--- src/rtl/irq_ctrl_gen.sv ---
// Interrupt controller: IE/IF registers, per-source edge/level detection, IME with
// delayed EI, fixed-priority arbitration (bit 0 highest) and a request/ack dispatch FSM.
module irq_ctrl_gen #(
  parameter int          NUM_IRQ   = 8,
  parameter logic [7:0]  EDGE_MASK = 8'hFF,
  parameter logic [15:0] IE_ADDR   = 16'hFFFF,
  parameter logic [15:0] IF_ADDR   = 16'hFF0F,
  parameter logic [15:0] VEC_BASE  = 16'h0040,
  parameter int          VEC_SHIFT = 3
) (
  input  logic               clk,
  input  logic               rst_n,
  input  logic [15:0]        a,
  input  logic [7:0]         din,
  output logic [7:0]         dout,
  input  logic               rd,
  input  logic               wr,
  output logic               sel,
  input  logic [NUM_IRQ-1:0] trig,
  input  logic               ei,
  input  logic               di,
  input  logic               reti,
  input  logic               instr_end,
  input  logic               irq_ack,
  output logic               irq_req,
  output logic               wake,
  output logic [15:0]        vec,
  output logic               vec_valid,
  output logic [NUM_IRQ-1:0] ack_onehot
);

  typedef enum logic [1:0] {
    ST_IDLE = 2'd0,
    ST_REQ  = 2'd1,
    ST_DISP = 2'd2
  } state_t;

  state_t state;

  logic [NUM_IRQ-1:0] ie;
  logic [NUM_IRQ-1:0] if_q;
  logic [NUM_IRQ-1:0] trig_q;
  logic               ime;
  logic               ime_pend;

  logic               hit_ie;
  logic               hit_if;
  logic               wr_ie;
  logic               wr_if;
  logic               dispatch;
  logic [NUM_IRQ-1:0] ev;
  logic [NUM_IRQ-1:0] ie_nxt;
  logic [NUM_IRQ-1:0] if_base;
  logic [NUM_IRQ-1:0] if_nxt;
  logic [NUM_IRQ-1:0] pend;
  logic [NUM_IRQ-1:0] pend_nxt;
  logic [NUM_IRQ-1:0] win_oh;
  logic [15:0]        win_idx;
  logic [15:0]        vec_nxt;
  logic [7:0]         rd_ie;
  logic [7:0]         rd_if;

  // ---------------------------------------------------------------------------
  // Bus decode and combinational read-back
  // ---------------------------------------------------------------------------
  assign hit_ie = (a == IE_ADDR);
  assign hit_if = (a == IF_ADDR);
  assign sel    = hit_ie | hit_if;
  assign wr_ie  = wr & hit_ie;
  assign wr_if  = wr & hit_if;

  // Unimplemented IE bits read as 0, unimplemented IF bits read as 1.
  // NOTE: always_comb uses blocking (=) assignments; sequential state uses non-blocking (<=).
  always_comb begin
    rd_ie = 8'h00;
    rd_if = 8'hFF;
    for (int i = 0; i < NUM_IRQ; i++) begin
      rd_ie[i] = ie[i];
      rd_if[i] = if_q[i];
    end
    dout = 8'hFF;
    if (rd && hit_ie) begin
      dout = rd_ie;
    end else if (rd && hit_if) begin
      dout = rd_if;
    end
  end

  // ---------------------------------------------------------------------------
  // Source events and next-state IE/IF
  // ---------------------------------------------------------------------------
  always_comb begin
    for (int i = 0; i < NUM_IRQ; i++) begin
      ev[i] = EDGE_MASK[i] ? (trig[i] & ~trig_q[i]) : trig[i];
    end
  end

  assign dispatch = (state == ST_REQ) && irq_ack;
  assign ie_nxt   = wr_ie ? din[NUM_IRQ-1:0] : ie;
  assign if_base  = (wr_if ? din[NUM_IRQ-1:0] : if_q) | ev;
  assign pend     = ie & if_q;

  // Arbitration looks at pending as it will stand once the ACK edge lands, so an
  // IE/IF write in the ACK cycle is honoured and can cancel the dispatch.
  assign pend_nxt = ie_nxt & if_base;

  // NOTE: every signal written in this block gets a default first so no latch is inferred.
  always_comb begin
    win_oh  = '0;
    win_idx = 16'h0000;
    for (int i = NUM_IRQ - 1; i >= 0; i--) begin
      if (pend_nxt[i]) begin
        win_oh    = '0;
        win_oh[i] = 1'b1;
        win_idx   = 16'(i);
      end
    end
  end

  assign vec_nxt = (|pend_nxt) ? (VEC_BASE + (win_idx << VEC_SHIFT)) : 16'h0000;

  // Dispatch clear beats both the source event and a CPU write on the same bit.
  assign if_nxt = dispatch ? (if_base & ~win_oh) : if_base;

  // ---------------------------------------------------------------------------
  // IE / IF / source history / WAKE
  // ---------------------------------------------------------------------------
  always_ff @(posedge clk or negedge rst_n) begin
    if (!rst_n) begin
      ie     <= '0;
      if_q   <= '0;
      trig_q <= '0;
      wake   <= 1'b0;
    end else begin
      ie     <= ie_nxt;
      if_q   <= if_nxt;
      trig_q <= trig;
      wake   <= |pend;
    end
  end

  // ---------------------------------------------------------------------------
  // Master enable: EI takes effect at the first instruction boundary after it
  // ---------------------------------------------------------------------------
  always_ff @(posedge clk or negedge rst_n) begin
    if (!rst_n) begin
      ime      <= 1'b0;
      ime_pend <= 1'b0;
    end else if (di) begin
      ime      <= 1'b0;
      ime_pend <= 1'b0;
    end else begin
      if (reti) begin
        ime      <= 1'b1;
        ime_pend <= 1'b0;
      end else begin
        if (ime_pend && instr_end) begin
          ime <= 1'b1;
        end
        if (ei) begin
          ime_pend <= 1'b1;
        end else if (instr_end) begin
          ime_pend <= 1'b0;
        end
      end
      // Accepting an interrupt always drops IME, overriding a same-cycle RETI.
      if (dispatch) begin
        ime <= 1'b0;
      end
    end
  end

  // ---------------------------------------------------------------------------
  // Dispatch FSM with registered outputs
  // ---------------------------------------------------------------------------
  always_ff @(posedge clk or negedge rst_n) begin
    if (!rst_n) begin
      state      <= ST_IDLE;
      irq_req    <= 1'b0;
      vec_valid  <= 1'b0;
      vec        <= 16'h0000;
      ack_onehot <= '0;
    end else begin
      case (state)
        ST_IDLE: begin
          if (ime && (|pend)) begin
            state   <= ST_REQ;
            irq_req <= 1'b1;
          end
        end
        ST_REQ: begin
          if (irq_ack) begin
            state      <= ST_DISP;
            irq_req    <= 1'b0;
            vec_valid  <= 1'b1;
            vec        <= vec_nxt;
            ack_onehot <= win_oh;
          end else if (di || !ime) begin
            state   <= ST_IDLE;
            irq_req <= 1'b0;
          end
        end
        ST_DISP: begin
          state      <= ST_IDLE;
          vec_valid  <= 1'b0;
          vec        <= 16'h0000;
          ack_onehot <= '0;
        end
        default: begin
          state      <= ST_IDLE;
          irq_req    <= 1'b0;
          vec_valid  <= 1'b0;
          vec        <= 16'h0000;
          ack_onehot <= '0;
        end
      endcase
    end
  end

  // Structural invariants of the dispatch handshake.
  a_strobe_single : assert property (@(posedge clk) disable iff (!rst_n) vec_valid |=> !vec_valid);
  a_req_not_disp  : assert property (@(posedge clk) disable iff (!rst_n) !(irq_req && vec_valid));
  a_ack_onehot0   : assert property (@(posedge clk) disable iff (!rst_n) $onehot0(ack_onehot));

endmodule

--- config.mk ---
export PLATFORM = sky130hd
export DESIGN_NAME = irq_ctrl_gen
export DESIGN_NICKNAME = d
export VERILOG_FILES = /design/src/rtl/irq_ctrl_gen.sv
export SDC_FILE = /design/constraint.sdc
export NUM_CORES = 1
export LEC_CHECK = 0
export CAP_MARGIN = 20
export CORE_MARGIN = 2
export CORE_UTILIZATION = 50
export DETAILED_ROUTE_END_ITERATION = 6
export GPL_TIMING_DRIVEN = 0
export PLACE_DENSITY = 0.88
export SYNTH_ARGS = -nofsm -noshare
export SYNTH_HDL_FRONTEND = slang
export SYNTH_SLANG_ARGS = --single-unit
--- constraint.sdc ---
create_clock -name clk -period 4.6 [get_ports clk]
set_input_delay 1.15 -clock clk [delete_from_list [all_inputs] [get_ports clk]]
set_output_delay 1.15 -clock clk [all_outputs]
set_load 0.005 [all_outputs]
==> key figures, run 1 <==
Run status
  • Status: finished clean

Die
  • I/O pin cnt: 77
  • Initial cell density of the core: 51.5%
  • Die area: 0.00541 mm2
  • Site Rows: 25
  • Die Ht: 73.6 um
  • Core area: 0.00469 mm2
  • Chip width: 73.6 um

Synthesis
  • Top FF cell, synth: dfrtp_1
  • Seq/Total Area, Yosys: 44.5%
  • Netlist cell types: 57
  • Netlist Area Pre-Place: 0.00242 mm2
  • Async SR Flop Fraction: 100%
  • Number of synthesized flops with an enable pin: 0
  • #FFs+latches synth: 43
  • Syn Area/Cell: 10.4 um2
  • Syn. warnings: 0
  • Post-synthesis instance total: 232

Hold path
  • Worst Hold Path Cells: 1
  • Min-Delay Path Class: reg2reg
  • Worst hold start: ack_onehot[5]
  • Hold Path End: ack_onehot[5]

Detailed routing
  • Residual DRC: 0
  • Vias per cell: 5.69
  • Post-route ant nets: 0
  • Routed WL per cell: 15.7 um
  • Drt pass-1 iters: 4
  • Initial DRC Count: 169
  • Drt total wl: 5840 um
  • Via Count: 2115

GRT
  • Largest net degree at the start of global routing: 34
  • Vias in the first global route: 1951
  • Initial antenna violation count: 0
  • Total gr overflow: 0
  • First-pass GRT wire length: 9100 um
  • Gr usage total: 21.8%

Power
  • Leakage dissipation: 1.37 nW
  • Peak VDD IR: 0.211 mV
  • Internal power: 0.000545 W
  • Sw Share: 22.3%
  • Clock power frac: 34.3%
  • Power share of the combinational group: 10.9%
  • P per Cell Area: 213 mW/mm2
  • Psw: 0.000157 W
  • Flop pwr share: 54.8%

Placement
  • Placed cell areas: 0.00318 mm2
  • Routability congestion estimate from global placement: 0.921
  • Buffers on Ports: 64
  • DPL Wire Length: 4500 um

Clocking
  • CTS resizes: 0
  • H-tree levels: 2
  • CTS Sinks: 43
  • CTS Buffer Depth: 2
  • Clk root buf: clkbuf_8
  • Post-CTS setup buffers: 0
  • Worst-Skew Late Latency: 290 ps
  • CTS tree: yes
  • Clock Pin Slew Worst Setup and Hold Paths: 80 ps
  • Num CTS Buffers: 5
  • Hold-fix buffers, CTS: 0

Worst setup path
  • CP max stage delay: 500 ps
  • Critical-path cell list: clkdlybuf4s50_1, nand4_2, nor3_4, nand3_1, o22a_1, clkdlybuf4s50_1
  • Crit path required time: 3450 ps
  • Critical path endpoint category: primary output
  • Crit path max-delay family: buffers and inverters
  • CP arrival: 3210 ps
  • Most frequent CP cell: clkdlybuf4s50_1
  • Startpoint Class: primary input
  • Register-to-Register Path Depth: 6
  • Worst Path Max Fanout: 8
  • Flop-to-flop setup slack: 2730 ps
  • Crit path buf inv count: 2
  • RR Startpoint: state[0]
  • Slowest cell on the critical path: clkdlybuf4s50_1
  • Reg2reg end: if_q[3]
  • CP Class: in2out

Layout
  • Area Overhead vs Synth: 36.2%
  • Nets@finish: 359
  • Commonest non-fill, non-tap cell in the layout: clkdlybuf4s50_1
  • Area of the multi-input gates: 0.00121 mm2
  • Final-layout fill cell count: 361
  • Ant diodes: 0
  • Fin area: 0.00329 mm2
  • Share of layout cells above drive strength 1: 17.0%
  • Register area: 0.00108 mm2
  • Commonest cells after routing, fill and taps aside: clkdlybuf4s50_1, dfrtp_1, nand2_1

Timing
  • Slew Limit Fails: 0
  • Max frequency: 229 MHz
  • Tightest Pin Transition: 523 ps
  • Crit share post-route: 94.8%
  • Fin Clk Skew: 11.2 ps
  • Final setup violation count: 0
  • Slew Limit Headroom: 65.1%
  • Hold Fails Final Rpt: 0
  • Setup TNS: 0 ps
  • RSZ-0062 raised after global routing: no
  • Post-route minimum period: 4360 ps

Job
  • Max-Cap Viols: 0
power groups by stage:
stage / Sequential (W) / Combinational (W) / Clock (W)
3_5_place_dp: 0.000392 / 0.0000755 / 0
6_report: 0.000384 / 0.0000766 / 0.000241
2_1_floorplan: 0.000392 / 0.0000210 / 0
5_1_grt: 0.000385 / 0.0000831 / 0.000256
3_3_place_gp: 0.000392 / 0.0000723 / 0
4_1_cts: 0.000384 / 0.0000755 / 0.000240
registers in the layout, indices dropped and copies added, names as in the netlist:
register and count:
ack_onehot 8, ie 8, if_q 8, trig_q 8
vec 4, state 2, ime 1, ime_pend 1
irq_req 1, vec_valid 1, wake 1
kinds of logic after synthesis:
| logic type | Yosys count | share of synthesized area, % |
|---|---|---|
| simple gates | 96 | 24.9 |
| compound gates | 63 | 20.5 |
| flops | 43 | 44.5 |
| buf+inv | 22 | 7.04 |
| mux | 7 | 2.90 |
| other cells | 1 | 0.155 |
stage by stage:
stage	hold WS (ps)	instances	worst slack [ps]	utilization (%)	power [W]
final	481	372	239	70.2	0.000702
after global routing	499	372	91.3	70.2	0.000724
after CTS	486	369	60.9	69.7	0.000700
after detailed placement	468	362	58.2	67.8	0.000467
after global placement	464	361	93.5	67.5	0.000464
after floorplan	474	243	1350	-	0.000412
cell usage after synthesis (2+ instances only):
cell type / n / area share (%)
dfrtp_1: 43 / 44
nand2_1: 31 / 4.8
a21oi_1: 12 / 2.5
buf_4: 12 / 3.7
nand2b_1: 12 / 3.1
nor2_1: 9 / 1.4
nor3_1: 8 / 1.7
o22a_1: 8 / 2.9
a22oi_1: 7 / 2.2
mux2i_1: 7 / 2.9
nand3_1: 7 / 1.4
a21o_1: 4 / 1.2
a22o_1: 4 / 1.4
inv_1: 4 / 0.62
nand4_1: 4 / 1.0
a31oi_1: 3 / 0.78
nor2b_1: 3 / 0.78
o21ai_0: 3 / 0.62
o22ai_1: 3 / 0.78
a211oi_1: 2 / 0.62
a21oi_2: 2 / 0.72
a32o_1: 2 / 0.83
buf_6: 2 / 0.93
clkbuf_1: 2 / 0.31
nor3_4: 2 / 1.3
nor4_2: 2 / 1.0
nor4_4: 2 / 1.8
o22ai_4: 2 / 1.7
o31ai_2: 2 / 1.0
worst reg2reg max path, delay by kind of cell, from the launching register on:
family	cells	cell delay (ps)
compound gates	2	230
flops	1	400
simple gates	4	1100
per-layer routing:
metal  vias up  wire (um)  track usage [%]
li1       1010          -                -
met1      1003       2530             29.7
met2        86       2840             35.2
met3        16        367             3.70
met4         0         93             7.68
met5         -          0                0
worst max-delay path by stage:
stage           from  endpoint  depth (start not counted)  slack (ps)
2_1_floorplan   a[5]   dout[0]                          3        1350
3_5_place_dp    a[5]   dout[0]                          5          60
4_1_cts         a[5]   dout[0]                          5          60
6_report        a[3]   dout[7]                          6         240
5_1_grt        a[11]   dout[6]                          6          90
3_3_place_gp    a[5]   dout[0]                          5          90
final cells by class:
cell class	count	area share (%)
clock buffer	6	2.51
tap	54	2.05
sequential	43	32.7
buffer	18	4.71
inverter	4	0.456
multi-input combinational	178	36.9
clock inverter	1	0.152
timing repair buffer	68	20.6
(Power assumes the default switching activity.)
==> run 2, diff against run 1 <==
--- a/config.mk
+++ b/config.mk
@@ -5,12 +5,13 @@
 export SDC_FILE = /design/constraint.sdc
 export NUM_CORES = 1
 export LEC_CHECK = 0
+export ABC_AREA = 1
 export CAP_MARGIN = 20
 export CORE_MARGIN = 2
-export CORE_UTILIZATION = 50
+export CORE_UTILIZATION = 49
 export DETAILED_ROUTE_END_ITERATION = 6
 export GPL_TIMING_DRIVEN = 0
-export PLACE_DENSITY = 0.88
+export PLACE_DENSITY = 0.89
 export SYNTH_ARGS = -nofsm -noshare
 export SYNTH_HDL_FRONTEND = slang
 export SYNTH_SLANG_ARGS = --single-unit
==> run 2 against run 1 <==
  * Total power rose by 14%
  * Register-to-register slack improved by 30 ps
  * Critical path type unchanged
  * Wire length fell by 6.9%
  * Sequential cell count did not move
  * First-iteration DRC count fell by 22%
  * Largest power group unchanged
  * Clock power rose by 42%
==> key figures, run 2 <==
Layout
  • Nets@finish: 397 (was 359)
  • Area Overhead vs Synth: 40.5% (was 36.2%)
  • Commonest cells after routing, fill and taps aside: nand2_1, clkdlybuf4s50_1, dfrtp_1 (was clkdlybuf4s50_1, dfrtp_1, nand2_1)
  • Commonest non-fill, non-tap cell in the layout: nand2_1 (was clkdlybuf4s50_1)
  • Share of layout cells above drive strength 1: 11.8% (was 17.0%)
  • Ant diodes: 0 (unchanged)
  • Final-layout fill cell count: 328 (was 361)
  • Fin area: 0.00312 mm2 (was 0.00329 mm2)

Synthesis
  • Async SR Flop Fraction: 100% (unchanged)
  • Seq/Total Area, Yosys: 48.5% (was 44.5%)
  • Number of synthesized flops with an enable pin: 0 (unchanged)
  • Netlist Area Pre-Place: 0.00222 mm2 (was 0.00242 mm2)
  • Area leader, netlist: dfrtp_1 (unchanged)
  • Top-area cell type share of the netlist area: 48.5% (was 44.5%)
  • Largest cells by area after synthesis: dfrtp_1, nand2_1, inv_1, nand3_1, buf_4 (was dfrtp_1, nand2_1, buf_4, nand2b_1, mux2i_1)
  • Syn. warnings: 0 (unchanged)
  • Top FF cell, synth: dfrtp_1 (unchanged)
  • Post-synth top cells: nand2_1, dfrtp_1, inv_1 (was dfrtp_1, nand2_1, a21oi_1, buf_4, nand2b_1)
  • Syn Area/Cell: 8.13 um2 (was 10.4 um2)
  • Post-synthesis instance total: 273 (was 232)
  • Netlist cell types: 32 (was 57)
  • #FFs+latches synth: 43 (unchanged)
  • Top-count cell post-synth: nand2_1 (was dfrtp_1)

GRT
  • Vias in the first global route: 2111 (was 1951)
  • Gr usage total: 23.5% (was 21.8%)
  • Total gr overflow: 0 (unchanged)
  • First-pass GRT wire length: 9380 um (was 9100 um)
  • Initial antenna violation count: 0 (unchanged)
  • Largest net degree at the start of global routing: 24 (was 34)

Die
  • I/O pin cnt: 77 (unchanged)
  • Die Ht: 71.3 um (was 73.6 um)
  • Chip width: 71.3 um (was 73.6 um)
  • Site Rows: 24 (was 25)
  • Die area: 0.00508 mm2 (was 0.00541 mm2)
  • Core area: 0.00435 mm2 (was 0.00469 mm2)
  • Initial cell density of the core: 51.0% (was 51.5%)

Power
  • Peak VDD IR: 0.194 mV (was 0.211 mV)
  • Sw Share: 19.7% (was 22.3%)
  • Leakage dissipation: 1.58 nW (was 1.37 nW)
  • Internal power: 0.000643 W (was 0.000545 W)
  • P per Cell Area: 257 mW/mm2 (was 213 mW/mm2)
  • Clock power frac: 42.8% (was 34.3%)
  • Psw: 0.000157 W (about the same)
  • Flop pwr share: 48.1% (was 54.8%)
  • Power share of the combinational group: 9.1% (was 10.9%)

Timing
  • Slew Limit Headroom: 66.6% (was 65.1%)
  • RSZ-0062 raised after global routing: no (unchanged)
  • Setup TNS: 0 ps (unchanged)
  • Tightest Pin Transition: 500 ps (was 523 ps)
  • Max frequency: 228 MHz (was 229 MHz)
  • Hold Fails Final Rpt: 0 (unchanged)
  • Post-route minimum period: 4390 ps (was 4360 ps)
  • Slew Limit Fails: 0 (unchanged)
  • Fin Clk Skew: 5.90 ps (was 11.2 ps)
  • Crit share post-route: 95.4% (was 94.8%)
  • Final setup violation count: 0 (unchanged)

Detailed routing
  • Routed WL per cell: 13.3 um (was 15.7 um)
  • Drt total wl: 5430 um (was 5840 um)
  • Vias per cell: 5.06 (was 5.69)
  • Drt pass-1 iters: 4 (unchanged)
  • Top sig layer: met4 (unchanged)
  • Via Count: 2068 (was 2115)
  • Post-route ant nets: 0 (unchanged)
  • Initial DRC Count: 131 (was 169)
  • Residual DRC: 0 (unchanged)
  • DR WL met3: 308 um (was 367 um)
  • WL met2: 2780 um (was 2840 um)
  • Met1 WL: 2190 um (was 2530 um)

Worst setup path
  • CP Class: in2out (unchanged)
  • Worst Path Max Fanout: 10 (was 8)
  • Critical path endpoint category: primary output (unchanged)
  • Crit path required time: 3450 ps (about the same)
  • CP arrival: 3240 ps (was 3210 ps)
  • Startpoint Class: primary input (unchanged)

Clocking
  • Worst-Skew Late Latency: 300 ps (was 290 ps)
  • Post-CTS setup buffers: 0 (unchanged)
  • Num CTS Buffers: 5 (unchanged)
  • H-tree levels: 2 (unchanged)
  • Clock Pin Slew Worst Setup and Hold Paths: 80 ps (about the same)
  • CTS resizes: 0 (unchanged)
  • Hold-fix buffers, CTS: 0 (unchanged)
  • CTS tree: yes (unchanged)
  • CTS Sinks: 43 (unchanged)
  • CTS Buffer Depth: 2 (unchanged)
  • Clk root buf: clkbuf_8 (unchanged)

Placement
  • DPL Wire Length: 4140 um (was 4500 um)
  • Routability congestion estimate from global placement: 0.895 (was 0.921)
  • Buffers on Ports: 63 (was 64)
  • Placed cell areas: 0.00298 mm2 (was 0.00318 mm2)

Job
  • Max-Cap Viols: 0 (unchanged)

Hold path
  • Min-Delay Path Class: reg2reg (unchanged)

Run status
  • Status: finished clean (unchanged)
[run 2: path summary, 6_finish.rpt]
path                       slack (ps)         to      from  cells past startpoint
max                               210    dout[5]      a[7]                     10
min                               480     vec[3]    vec[3]                      2
min reg2reg                       480     vec[3]    vec[3]                      2
max reg2reg                      2760    if_q[4]  state[1]                      9
max in group asynchronous        3310  trig_q[3]     rst_n                      2
min in group asynchronous         810  trig_q[1]     rst_n                      1
[run 2: kinds of logic (layout without fill, tap and decap cells)]
logic type / Yosys count / after routing / share of synthesized area (%)
other cells: 1 / 12 / 0.169
simple gates: 151 / 151 / 33.0
buf+inv: 53 / 126 / 11.2
flops: 43 / 43 / 48.5
compound gates: 25 / 25 / 7.22
[run 2: cell type report]
type	instances	area, um2	share of cell area [%]
Tap cell	52	65.1	2.09
Buffer	17	113	3.61
Multi-Input combinational cell	188	937	30.0
Clock inverter	2	60.1	1.93
Clock buffer	6	72.6	2.33
Sequential cell	43	1080	34.5
Timing Repair Buffer	65	661	21.2
Inverter	36	135	4.33
[run 2: layer usage]
metal,track usage [%],vias up
li1,-,1026
met3,5.20,15
met5,0,-
met1,28.9,956
met4,10.1,0
met2,39.9,71
[run 2: power by group through the flow]
stage,clock network [W],registers [W],logic (W)
global placement,0,0.000393,0.0000685
global route,0.000362,0.000386,0.0000816
CTS,0.000349,0.000385,0.0000733
detailed placement,0,0.000393,0.0000725
floorplan,0,0.000392,0.0000222
finish,0.000343,0.000385,0.0000731
[run 2: critical path: stages]
cell and delay, ps:
clkdlybuf4s50_1 420, nor2_1 150, nand2_1 90, nor2_1 170
buf_2 270, nand4_1 130, buf_4 190, o22ai_1 140
inv_1 70, clkdlybuf4s50_1 450
[run 2: metrics by stage]
stage / std cells / total power [W] / util (%) / setup slack, ps / hold slack (ps)
after floorplan: 284 / 0.000415 / - / 1330 / 465
after global placement: 399 / 0.000461 / 67.9 / 190 / 471
after detailed placement: 400 / 0.000465 / 68.4 / 151 / 470
after CTS: 408 / 0.000807 / 71.5 / 54.5 / 490
after global routing: 409 / 0.000830 / 71.6 / 48.6 / 523
final: 409 / 0.000801 / 71.6 / 213 / 484
